File: src/rtl/mole_scheduler.sv
// Mole game sequencer: LFSR mole patterns, up/gap timing, game countdown and difficulty ramp.
// Optional lives (miss counting) enabled with `define SCHED_LIVES_EN.
module mole_scheduler #(
  parameter int          NUM_HOLES    = 18,
  parameter int          TICK_DIV     = 50000,
  parameter int          GAME_SECONDS = 30,
  parameter int          UP_MS_INIT   = 1500,
  parameter int          UP_MS_MIN    = 400,
  parameter int          UP_MS_STEP   = 100,
  parameter int          GAP_MS       = 300,
  parameter int          DOUBLE_ROUND = 8,
  parameter int          MAX_MISSES   = 5,
  parameter logic [15:0] LFSR_SEED    = 16'hACE1
) (
  input  logic                 clk,
  input  logic                 rst_n,
  input  logic                 start,
  input  logic                 full_clear_hit,
  input  logic                 miss,
  output logic [NUM_HOLES-1:0] mole_positions,
  output logic                 game_in_progress,
  output logic                 game_over,
  output logic [7:0]           time_left,
  output logic [7:0]           round_count
);

  localparam int PW = (TICK_DIV > 1) ? $clog2(TICK_DIV) : 1;
  localparam int IW = (NUM_HOLES > 1) ? $clog2(NUM_HOLES) : 1;

  typedef enum logic [1:0] {IDLE, GAP, UP, OVER} state_t;

  state_t         state_q, state_d;
  logic [PW-1:0]  presc;
  logic [15:0]    ms_cnt, up_ms;
  logic [9:0]     sec_cnt;
  logic [15:0]    lfsr;
  logic [IW-1:0]  prev_idx;

  logic ms_tick, active, sec_wrap, time_expire, lives_out;
  logic load, to_up, round_end;

  assign ms_tick     = (presc == PW'(TICK_DIV - 1));
  assign active      = (state_q == GAP) || (state_q == UP);
  assign sec_wrap    = active && ms_tick && (sec_cnt == 10'd999);
  assign time_expire = sec_wrap && (time_left == 8'd1);

`ifdef SCHED_LIVES_EN
  logic [7:0] miss_cnt;
  assign lives_out = active && miss && (miss_cnt == 8'(MAX_MISSES - 1));

  always_ff @(posedge clk or negedge rst_n) begin
    if (!rst_n)                             miss_cnt <= '0;
    else if (load)                          miss_cnt <= '0;
    else if (active && miss && miss_cnt != 8'hFF) miss_cnt <= miss_cnt + 8'd1;
  end
`else
  logic unused_miss;
  assign unused_miss = miss ^ (MAX_MISSES == 0);
  assign lives_out   = 1'b0;
`endif

  // Pattern pick: never repeat the previous primary hole.
  logic [15:0]          raw16, idx2_16;
  logic [IW-1:0]        raw_idx, idx;
  logic [NUM_HOLES-1:0] pattern;

  always_comb begin
    raw16   = {8'd0, lfsr[7:0]} % 16'(NUM_HOLES);
    raw_idx = raw16[IW-1:0];
    idx     = raw_idx;
    if (raw_idx == prev_idx)
      idx = (raw_idx == IW'(NUM_HOLES - 1)) ? '0 : raw_idx + 1'b1;
    idx2_16 = (16'(idx) + 16'(NUM_HOLES / 2)) % 16'(NUM_HOLES);
    pattern = {{(NUM_HOLES-1){1'b0}}, 1'b1} << idx;
    if (round_count >= 8'(DOUBLE_ROUND))
      pattern = pattern | ({{(NUM_HOLES-1){1'b0}}, 1'b1} << idx2_16[IW-1:0]);
  end

  always_ff @(posedge clk or negedge rst_n) begin
    if (!rst_n) state_q <= IDLE;
    else        state_q <= state_d;
  end

  always_comb begin
    state_d   = state_q;
    load      = 1'b0;
    to_up     = 1'b0;
    round_end = 1'b0;
    case (state_q)
      IDLE, OVER: if (start) begin
        state_d = GAP;
        load    = 1'b1;
      end
      GAP: if (ms_tick && ms_cnt == 16'(GAP_MS - 1)) begin
        state_d = UP;
        to_up   = 1'b1;
      end
      UP: if (full_clear_hit || (ms_tick && ms_cnt == up_ms - 16'd1)) begin
        state_d   = GAP;
        round_end = 1'b1;
      end
      default: state_d = IDLE;
    endcase
    // Game end wins over any round transition in the same cycle.
    if (active && (time_expire || lives_out)) begin
      state_d   = OVER;
      to_up     = 1'b0;
      round_end = 1'b0;
    end
  end

  always_ff @(posedge clk or negedge rst_n) begin
    if (!rst_n) begin
      lfsr             <= LFSR_SEED;
      presc            <= '0;
      ms_cnt           <= '0;
      sec_cnt          <= '0;
      up_ms            <= 16'(UP_MS_INIT);
      prev_idx         <= '0;
      mole_positions   <= '0;
      game_in_progress <= 1'b0;
      game_over        <= 1'b0;
      time_left        <= '0;
      round_count      <= '0;
    end else begin
      lfsr <= {1'b0, lfsr[15:1]} ^ (lfsr[0] ? 16'hB400 : 16'h0000);

      // Restart the ms grid on every state change so each interval gets whole ticks.
      if (state_d != state_q || ms_tick) presc <= '0;
      else                               presc <= presc + 1'b1;

      if (state_d != state_q) ms_cnt <= '0;
      else if (ms_tick)       ms_cnt <= ms_cnt + 16'd1;

      if (load)                    sec_cnt <= '0;
      else if (active && ms_tick)  sec_cnt <= (sec_cnt == 10'd999) ? 10'd0 : sec_cnt + 10'd1;

      if (load)          time_left <= 8'(GAME_SECONDS);
      else if (sec_wrap) time_left <= time_left - 8'd1;

      if (load)                                  round_count <= '0;
      else if (round_end && round_count != 8'hFF) round_count <= round_count + 8'd1;

      if (load)
        up_ms <= 16'(UP_MS_INIT);
      else if (round_end && full_clear_hit)
        up_ms <= (up_ms >= 16'(UP_MS_MIN + UP_MS_STEP)) ? up_ms - 16'(UP_MS_STEP)
                                                        : 16'(UP_MS_MIN);

      if (to_up) prev_idx <= idx;

      if (state_d != UP)  mole_positions <= '0;
      else if (to_up)     mole_positions <= pattern;

      game_in_progress <= (state_d == GAP) || (state_d == UP);
      game_over        <= (state_d == OVER) && (state_q != OVER);
    end
  end

endmodule

File: config.mk
export PLATFORM = sky130hd
export DESIGN_NAME = mole_scheduler
export DESIGN_NICKNAME = d
export VERILOG_FILES = /design/src/rtl/mole_scheduler.sv
export SDC_FILE = /design/constraint.sdc
export NUM_CORES = 1
export LEC_CHECK = 0
export BUFFER_PORTS_ARGS = -buffer_cell sky130_fd_sc_hd__buf_2
export CAP_MARGIN = 10
export CORE_UTILIZATION = 25
export DETAILED_ROUTE_END_ITERATION = 16
export SLEW_MARGIN = 20
export SYNTH_ARGS = -nofsm -noshare
export SYNTH_HDL_FRONTEND = slang
export SYNTH_SLANG_ARGS = --single-unit
File: constraint.sdc
create_clock -name clk -period 16.45 [get_ports clk]
set_clock_uncertainty 0.05 [all_clocks]
set_input_delay 1.645 -clock clk [delete_from_list [all_inputs] [get_ports clk]]
set_output_delay 1.645 -clock clk [all_outputs]
set_load 0.005 [all_outputs]
# Word level (Yosys, flattened, before mapping)
# Cells that the tools add are included.
[word_totals]
wordCells = 99
inputBits = 5
regBits = 117
[classes]
n_reduce_logical = 21
n_bitwise = 2
n_lt_le_gt_ge = 2
muxes = 32
eq_ne = 17
n_shift = 2
addsub = 9
n_div = 2
[ops]
columns = ["op", "n"]
rows = [
  ["$mux W16", 7],
  ["$mux W18", 3],
  ["$shl A1 B5 Y18 const A", 2],
  ["$add A16 B1 Y16 const B", 2],
  ["$mux W8", 4],
  ["$mux W10", 3],
  ["$or A18 B18 Y18", 1],
  ["$eq A16 B16 Y1", 1],
  ["$eq A16 B16 Y1 const B", 1],
  ["$eq A16 B9 Y1 const B", 1],
  ["$ge A16 B9 Y1 const B", 1],
  ["$mod A16 B5 Y16 const B", 1],
  ["$mod A8 B5 Y16 const B", 1],
  ["$sub A16 B1 Y16 const B", 1],
  ["$sub A16 B7 Y16 const B", 1],
  ["$xor A15 B16 Y16", 1],
  ["$reduce_bool A2 Y1", 6],
  ["$add A10 B1 Y10 const B", 1],
  ["$eq A10 B10 Y1 const B", 1],
  ["$mux W5", 2],
  ["$logic_and A1 B1 Y1", 9],
  ["$add A8 B1 Y8 const B", 1],
  ["$eq A2 B2 Y1 const B", 4],
  ["$eq A8 B1 Y1 const B", 1],
  ["16 further kinds", 31],
]

# Logic depth before layout (Yosys ltp)
# Gate-level depths: netlist of the first run.
[depth]
ltp_word = 11
ltp_mapped = 33

# Worst setup path before layout of the first run
# OpenSTA, ideal clock, no wires.
[synth_path]
kind = "reg2reg"
from = "reg lfsr[4]"
to = "reg mole_positions[15]"
setup_slack_ns = 9.707
setup_ns = 0.122
stages_incl_launch_ff = 34
period_less_slack_ns = 6.743
arrival_ns = 6.572
t_required_ns = 16.278
path_cell_list = "dfrtp_1 > buf_6 > nor3_2 > inv_1 > ha_1 > nand2b_1 > o221ai_1 > nand3_2 > a311oi_2 > xnor2_1 > inv_1 > ha_1 > inv_1 > xnor3_1 > a211oi_1 > a31oi_1 > a211oi_2 > xnor2_1 > inv_1 > ha_1 > inv_1 > a311oi_2 > nor3b_1 > o21ai_0 > o41ai_1 > nand2_1 > ha_1 > nor2b_1 > o31a_1 > a211o_1 > a211o_1 > and2_1 > buf_6 > a32o_1"
[synth_between]
elab_chain_len = 11
[synth_lines]
columns = ["item", "line", "source"]
rows = [
  ["start, declared", "36", "logic [15:0] lfsr;"],
  ["start signal, assigned", "126", "lfsr <= {1'b0, lfsr[15:1]} ^ (lfsr[0] ? 16'hB400 : 16'h0000);"],
  ["$mod A8 B5 Y16 *", "68", "raw16 = {8'd0, lfsr[7:0]} % 16'(NUM_HOLES);"],
  ["$add A5 B1 Y5 / $eq A5 B5 Y1 (equally long branches)", "72", "idx = (raw_idx == IW'(NUM_HOLES - 1)) ? '0 : raw_idx + 1'b1;"],
  ["$mux W5", "72", ""],
  ["$mux W5 *", "71", "if (raw_idx == prev_idx)"],
  ["net idx[0]", "64", "logic [IW-1:0] raw_idx, idx;"],
  ["$add A5 B4 Y6", "73", "idx2_16 = (16'(idx) + 16'(NUM_HOLES / 2)) % 16'(NUM_HOLES);"],
  ["$mod A16 B5 Y16", "73", ""],
  ["$shl A1 B5 Y18", "76", "pattern = pattern | ({{(NUM_HOLES-1){1'b0}}, 1'b1} << idx2_16[IW-1:0]);"],
  ["$or A18 B18 Y18", "76", ""],
  ["$mux W18 *", "75", "if (round_count >= 8'(DOUBLE_ROUND))"],
  ["$mux W18 *", "153", "else if (to_up) mole_positions <= pattern;"],
  ["$mux W18 *", "152", "if (state_d != UP) mole_positions <= '0;"],
  ["end signal, assigned", "153", ""],
  ["end, declared", "20", "output logic [NUM_HOLES-1:0] mole_positions,"],
]
# The timed path passes the listed nets; every way through them passes the cells marked *. The select of a mux whose other input is x is not followed.
# A chain may end at the register's enable or synchronous reset.

# Final worst setup path of the first run
[layout_path]
from = "reg lfsr[4]"
to = "reg mole_positions[4]"
# The elaborated chain is that of the path after synthesis.

==> results.env, run 1 <==
YS_FF_LATCH=115
COUNT_OF_PINS_ON_THE_BLOCK_BOUNDARY=41
PLACE_CONGESTION=0.853
ROWS=63
CLOCK_LATENCY_PS=420
DRC=0
FINAL_LAYOUT_SIZE_SUFFIX_GT1_FRAC=0.150
TIMING.FINAL.SETUP_VIOLATIONS=0
FINALNETCOUNT=922
SLEW_HEADROOM=0.349
GRT_START_MAX_NET_PINS=66
LAYOUT_WORST_PATH_CYCLE_SHARE=0.487
SYN_AREA_PER_CELL_UM2=8.78
HOLD_PATH.CLASS='reg -> reg'
PLACE.DETAILED.HPWL_UM=13000
YOSYSTOPAREACELLSHARE=0.330
NETLIST-CELL-TYPE-COUNT=86
CLOCK_TREE.ROOT_CELL='clkbuf_16'
TIMING.FINAL.MAX_SLEW_VIOLATIONS=0
CRITICAL_PATH.MAX_FANOUT=11
POST-CTS-SETUP-BUFFER-COUNT=0
GRT_SETUP_UNREPAIRED='false'
CLOCK_SINKS=115
ANTENNA_CELLS=0
DRTPASS1ITERATIONS=5
FINALHOLDVIOLCOUNT=0
CLKPWRFRAC=0.484
WORST_HOLD_SLACK_ACROSS_ALL_ENDPOINTS_PS=298
DIE_W_UM=176
TRITONCTS='built'
START_KIND='register'
TOTAL_NEG_SETUP_SLACK_PS=0
POWER-PER-CELL-AREA_nW_PER_UM2=89.1
GATES_RESIZED_CTS_REPAIR=0
SYNTH-ASYNC-RESET-RATIO=1.00
GLOBALROUTEOVERFLOWTOTAL=0
STATUS='finished clean'
PATH_CLK_SLEW_PS=60
SYNTH_FP_NETS=895
DESIGN.CORE.AREA_UM2=29700
MAX_SLEW.WORST_PIN.SLEW_PS=968
ROUTED-VIA-COUNT=6463
POST_SYNTH_MAIN_AREA_CONTRIBUTORS='dfrtp_1 (33%), dfstp_2 (5.2%), o21ai_0 (4.8%)'
CTS_INSERTED_BUFFERS=17
MAXCAPVIOLCOUNT=0
INITIAL_UTILIZATION=0.255
ARRIVAL_PS=8310
COMBINATIONAL_CELL_FRACTION_OF_TOTAL_POWER=0.123
VIAS_PER_CELL=5.00
POSTCTSHOLDBUFS=0
SYNTH_LARGEST_AREA_CELL='dfrtp_1'
WORST-ENDPOINT-REQUIRED_PS=16750
MOST_COMMON_LIBRARY_CELL_IN_THE_LAYOUT_IGNORING_FILL_AND_TAPS='dfrtp_1'
SYNTH_SEQUENTIAL_AREA_RATIO=0.382
SHARE_SEQ_OF_TOTAL_POWER=0.393
CPMOSTUSEDCELL='inv_1'
GLOBAL_ROUTE_WIRE_LENGTH_BEFORE_REPAIR_UM=30800
GROUTE.USAGE.OVERALL=0.123
YS.WARNINGS.COUNT=0
FIRST_GLOBAL_VIAS=6098
STATIC-LEAKAGE-POWER_nW=3.63
ANTENNA_VIOLATING_NETS_POST_ROUTE=0
ENDPOINT_KIND='register'
SYN_AREA_UM2=7580
PERIOD_NEEDED_PS=8010
DETAIL_ROUTE.WL_PER_CELL_UM=14.1
GRT_ANTENNA_BEFORE_REPAIR=0
INTERNAL_POWER_COMPONENT_mW=0.562
CTS-HTREE-LEVELS=4
SYNTHESIS.INSTANCES=863
SYNTH_FLOP_CELL='dfrtp_1'
CRITPATHSLOWESTCELL='nor3_2'
SYNTH_EDF_COUNT=0
DIE_HEIGHT_UM=176
SUM_OF_INTERNAL_SWITCHING_AND_LEAKAGE_POWER_mW=0.778
CTS.PATH.MAX_BUFFERS=2
LAYOUT.CELLS.MOST_COMMON_LIST='dfrtp_1 (100), nor2_1 (88), nand2_1 (85), o21ai_0 (73)'
FINALWORSTSETUPSLACK_PS=8440
NETSWITCHINGFRACTION=0.277
CRITICAL-PATH-MAX-STAGE-DELAY_PS=540
PORT_BUFFERS=39
DETAIL_ROUTE.WIRELENGTH_UM=18200
PEAK_CLOCK_FREQUENCY_SUPPORTED_BY_TIMING_MHz=125
P_SWITCHING_mW=0.216
LAYOUT-AREA-OVERHEAD-VS-SYNTH_PCT=15.3
IR_DROP_V=0.0000559
DRT_ITER0_MARKERS=593
AREA_ENCLOSED_BY_THE_DIE_BOUNDARY_UM2=31000
POST-PLACE-WS_PS=8510
TIMING.SETUP.CRITICAL_PATH_CLASS='reg -> reg'
==> state kept, by name, indices dropped and copies added, names as in the netlist <==
register          cells
game_over             1
state_q               2
sec_cnt              10
presc                16
lfsr                 16
round_count           8
game_in_progress      1
up_ms                14
ms_cnt               16
time_left             8
prev_idx              5
mole_positions       18
==> cells by family (layout without fill, tap and decap cells) <==
logic type      count (synthesis)  after routing  synth area share
xor+xnor                       77             77            0.0908
buf+inv                        75            115            0.0414
mux                             5              5           0.00710
fa+ha+maj                      27             27            0.0446
compound gates                227            227             0.215
flops                         115            115             0.382
simple gates                  337            337             0.219
==> worst max-delay path, delay by kind of cell (launching register included) <==
family | cells | cell delay (ps)
AOI/OAI and AO/OA | 12 | 2980
and+or+nand+nor | 6 | 1650
DFF | 1 | 500
buffers and inverters | 5 | 590
adders and majority gates | 4 | 1050
xor gates and xnor gates | 3 | 1110
==> power by group through the flow <==
stage / registers (mW) / logic, mW / clock network (mW)
after floorplan: 0.305 / 0.0689 / 0
after global placement: 0.310 / 0.0973 / 0
after detailed placement: 0.311 / 0.0975 / 0
after CTS: 0.306 / 0.0980 / 0.384
after global routing: 0.307 / 0.110 / 0.396
final: 0.306 / 0.0958 / 0.376
==> per-stage QoR <==
| step | cells | area (µm²) | util |
|---|---|---|---|
| after global routing | 1293 | 8730 | 0.294 |
| final | 1293 | 8730 | 0.294 |
| after global placement | 1261 | 8130 | 0.274 |
| after detailed placement | 1261 | 8130 | 0.274 |
| after floorplan | 863 | 7580 | - |
| after CTS | 1293 | 8730 | 0.294 |
==> per-layer routing <==
| metal | global-route usage | wire [µm] |
|---|---|---|
| met1 | 0.158 | 8530 |
| met2 | 0.202 | 8690 |
| met3 | 0.0269 | 709 |
| met4 | 0.0409 | 297 |
| met5 | 0 | 0 |
==> synth_stat cells (4+ instances only) <==
cell type  count
nand2_1       85
o31ai_1        8
inv_1         40
dfrtp_1      100
xor2_1        36
nor3_1        24
a31o_1         9
nor4_1        13
clkbuf_1      23
nor2b_1        6
or3_1          9
nand3_1       39
nand2b_1       6
xnor2_1       40
a32o_1         6
or2_2          7
nor2_1        88
and2_1         7
a21oi_1       30
o21ai_1        4
a31o_2        10
ha_1          27
and3_1        14
buf_2          8
nand4_1       13
o21ai_0       73
dfstp_2       15
o211ai_1      12
a31oi_1        8
a211oi_1       8
o21a_1         4
==> cell type report <==
type | instances | area [µm²]
multi-input cells | 673 | 4370
fillers | 3088 | 21000
clock inverters | 13 | 159
flip-flops and latches | 115 | 2900
well taps | 390 | 488
repair buffers | 43 | 228
clock buffers | 19 | 443
inverters | 40 | 150
==> worst paths after layout <==
kind,slack (ps),start,endpoint,cells past startpoint
max reg2reg,8440,lfsr[4]$_DFF_PN0_,mole_positions[4]$_DFFE_PN0P_,30
min in group asynchronous,1310,rst_n,presc[1]$_DFF_PN0_,1
max,8440,lfsr[4]$_DFF_PN0_,mole_positions[4]$_DFFE_PN0P_,30
min,300,lfsr[12]$_DFF_PN0_,lfsr[11]$_DFF_PN1_,0
max in group asynchronous,13870,rst_n,sec_cnt[3]$_DFFE_PN0P_,2
min reg2reg,300,lfsr[12]$_DFF_PN0_,lfsr[11]$_DFF_PN1_,0
(Power assumes the default switching activity.)
==> run 2, diff against run 1 <==
==> constraint.sdc (replaced) <==
create_clock -name clk -period 7.7 [get_ports clk]
set_clock_uncertainty 0.05 [all_clocks]
set_input_delay 0.77 -clock clk [delete_from_list [all_inputs] [get_ports clk]]
set_output_delay 0.77 -clock clk [all_outputs]
set_load 0.005 [all_outputs]
==> results.env, run 2 (synthesized netlist as in run 1, its figures left out) <==
STATUS='finished clean'
DESIGN.CORE.AREA_UM2=29700  # unchanged
R2R-START='lfsr[4]$_DFF_PN0_'
MOST_COMMON_LIBRARY_CELL_IN_THE_LAYOUT_IGNORING_FILL_AND_TAPS='dfrtp_1'
GRT_SETUP_UNREPAIRED='false'
PATH_CLK_SLEW_PS=50  # about the same
GROUTE.USAGE.OVERALL=0.125  # +0.00273
HP-START='lfsr[8]$_DFF_PN0_'
CLOCK_SINKS=115  # unchanged
DIE_HEIGHT_UM=176  # unchanged
DETAIL_ROUTE.WL_PER_CELL_UM=14.2  # +0.54%
LAYOUT-AREA-OVERHEAD-VS-SYNTH_PCT=16.5
HOLDPATHSTAGES=0  # unchanged
LARGEST_REGISTER='mole_positions'
AREA_ENCLOSED_BY_THE_DIE_BOUNDARY_UM2=31000  # unchanged
TIMING.SETUP.CRITICAL_PATH_CLASS='reg -> reg'
TIMING.FINAL.SETUP_VIOLATIONS=0  # unchanged
CTS.PATH.MAX_BUFFERS=2  # unchanged
SHARE_SEQ_OF_TOTAL_POWER=0.391  # -0.002
FIRST_GLOBAL_VIAS=6304  # +3.4%
PEAK_CLOCK_FREQUENCY_SUPPORTED_BY_TIMING_MHz=142  # +14%
DRTPASS1ITERATIONS=5  # unchanged
HOLD_PATH.CLASS='reg -> reg'
GRT_ANTENNA_BEFORE_REPAIR=0  # unchanged
CLOCK_LATENCY_PS=420  # about the same
MAXCAPVIOLCOUNT=0  # unchanged
POWER-PER-CELL-AREA_nW_PER_UM2=189  # +110%
POST_ROUTE_DESIGN_AREA_UM2=8830  # +1.1%
LARGEST_REGISTER_FFS=18  # unchanged
WORST-ENDPOINT-REQUIRED_PS=7950  # -8800 ps
TOTAL_NEG_SETUP_SLACK_PS=0  # unchanged
INITIAL_UTILIZATION=0.255  # unchanged
FINAL_LAYOUT_SIZE_SUFFIX_GT1_FRAC=0.162  # +0.0124
R2R-END='mole_positions[15]$_DFFE_PN0P_'
GRT_START_MAX_NET_PINS=60  # -9.1%
TRITONCTS='built'
LAYOUT.FILLER_CELLS=3090  # +0.065%
CTS-HTREE-LEVELS=4  # unchanged
IR_DROP_V=0.000127  # +130%
INTERNAL_POWER_COMPONENT_mW=1.21  # +110%
WORST_R2R_PATH_DEPTH=31  # +3.3%
LAYOUT.CELLS.MOST_COMMON_LIST='dfrtp_1 (100), nor2_1 (87), nand2_1 (85), o21ai_0 (73)'
CLOCK_TREE.ROOT_CELL='clkbuf_16'
ARRIVAL_PS=7300  # -1010 ps
SLEW_HEADROOM=0.332  # -0.0177
P_SWITCHING_mW=0.461  # +110%
POSTCTSHOLDBUFS=0  # unchanged
ROWS=63  # unchanged
CRITICAL-PATH-MAX-STAGE-DELAY_PS=390  # -150 ps
NETSWITCHINGFRACTION=0.276  # -0.00101
LAYOUT_WORST_PATH_CYCLE_SHARE=0.915  # +0.429
R2R_SETUP_SLACK_PS=650  # -7790 ps
STATIC-LEAKAGE-POWER_nW=3.69  # +1.4%
GLOBALROUTEOVERFLOWTOTAL=0  # unchanged
PERIOD_NEEDED_PS=7050  # -961 ps
DIE_W_UM=176  # unchanged
PLACE.DETAILED.HPWL_UM=13200  # +1.7%
TIMING.FINAL.MAX_SLEW_VIOLATIONS=0  # unchanged
PLACEDINSTANCEAREA_UM2=8210  # +1.0%
ROUTED-VIA-COUNT=6402  # -0.94%
CRITICAL_PATH.MAX_FANOUT=8  # -3
POST-CTS-SETUP-BUFFER-COUNT=0  # unchanged
HOLD_PATH_END='lfsr[7]$_DFF_PN1_'
DRT_ITER0_MARKERS=456  # -23%
VIAS_PER_CELL=4.91  # -1.8%
CRITPATHSLOWESTCELL='xnor3_1'
CLKPWRFRAC=0.487  # +0.003
COUNT_OF_PINS_ON_THE_BLOCK_BOUNDARY=41  # unchanged
ENDPOINT_KIND='register'
ANTENNA_CELLS=0  # unchanged
PLACE_CONGESTION=0.866  # +1.5%
MAX_SLEW.WORST_PIN.SLEW_PS=995  # +26.4 ps
COMBINATIONAL_CELL_FRACTION_OF_TOTAL_POWER=0.123  # about the same
FINALNETCOUNT=933  # +1.2%
ANTENNA_VIOLATING_NETS_POST_ROUTE=0  # unchanged
GLOBAL_ROUTE_WIRE_LENGTH_BEFORE_REPAIR_UM=31800  # +3.0%
START_KIND='register'
DRC=0  # unchanged
CTS_INSERTED_BUFFERS=17  # unchanged
GATES_RESIZED_CTS_REPAIR=0  # unchanged
PORT_BUFFERS=39  # unchanged
FINALHOLDVIOLCOUNT=0  # unchanged
DETAIL_ROUTE.WIRELENGTH_UM=18500  # +1.4%
[run 2: power groups by stage]
stage | Combinational [mW] | Clock (mW) | Sequential [mW]
after global placement | 0.210 | 0 | 0.662
after CTS | 0.213 | 0.831 | 0.651
after detailed placement | 0.212 | 0 | 0.662
after global routing | 0.238 | 0.857 | 0.655
final | 0.205 | 0.813 | 0.652
after floorplan | 0.147 | 0 | 0.651
[run 2: how the worst max path moves through the flow]
stage | start | end | cells past startpoint
finish | lfsr[4]$_DFF_PN0_ | mole_positions[15]$_DFFE_PN0P_ | 31
global route | lfsr[4]$_DFF_PN0_ | mole_positions[15]$_DFFE_PN0P_ | 31
CTS | lfsr[4]$_DFF_PN0_ | mole_positions[7]$_DFFE_PN0P_ | 32
detailed placement | lfsr[4]$_DFF_PN0_ | mole_positions[7]$_DFFE_PN0P_ | 32
global placement | lfsr[4]$_DFF_PN0_ | mole_positions[7]$_DFFE_PN0P_ | 32
floorplan | lfsr[4]$_DFF_PN0_ | mole_positions[15]$_DFFE_PN0P_ | 33
[run 2: stage by stage]
stage	hold WS (ps)	instances	power (mW)	setup WS (ps)	util
after floorplan	281	863	0.798	957	-
after global placement	286	1272	0.871	617	0.276
after detailed placement	300	1272	0.874	542	0.276
after CTS	313	1304	1.70	501	0.297
after global routing	316	1304	1.75	43.1	0.297
final	308	1304	1.67	651	0.297
[run 2: area by class of cell]
class | count | area, µm² | share of cell area
repair buffers | 54 | 310 | 0.0351
inverters | 40 | 150 | 0.0170
multi-input cells | 673 | 4370 | 0.495
clock inverters | 13 | 159 | 0.0180
flip-flops and latches | 115 | 2900 | 0.328
well taps | 390 | 488 | 0.0553
clock buffers | 19 | 453 | 0.0513
[run 2: metal layers]
metal	GRT usage	share of wire	wire length, µm
met1	0.167	0.49	8980
met5	0	0	0
met2	0.207	0.48	8810
met3	0.0209	0.027	491
met4	0.0366	0.011	194
[run 2: critical path, delay by kind of cell, from the launching register on]
family,cells,cell delay (ps)
compound gates,14,3210
xor+xnor,2,560
fa+ha+maj,4,1030
buf+inv,4,370
flops,1,380
simple gates,7,1340
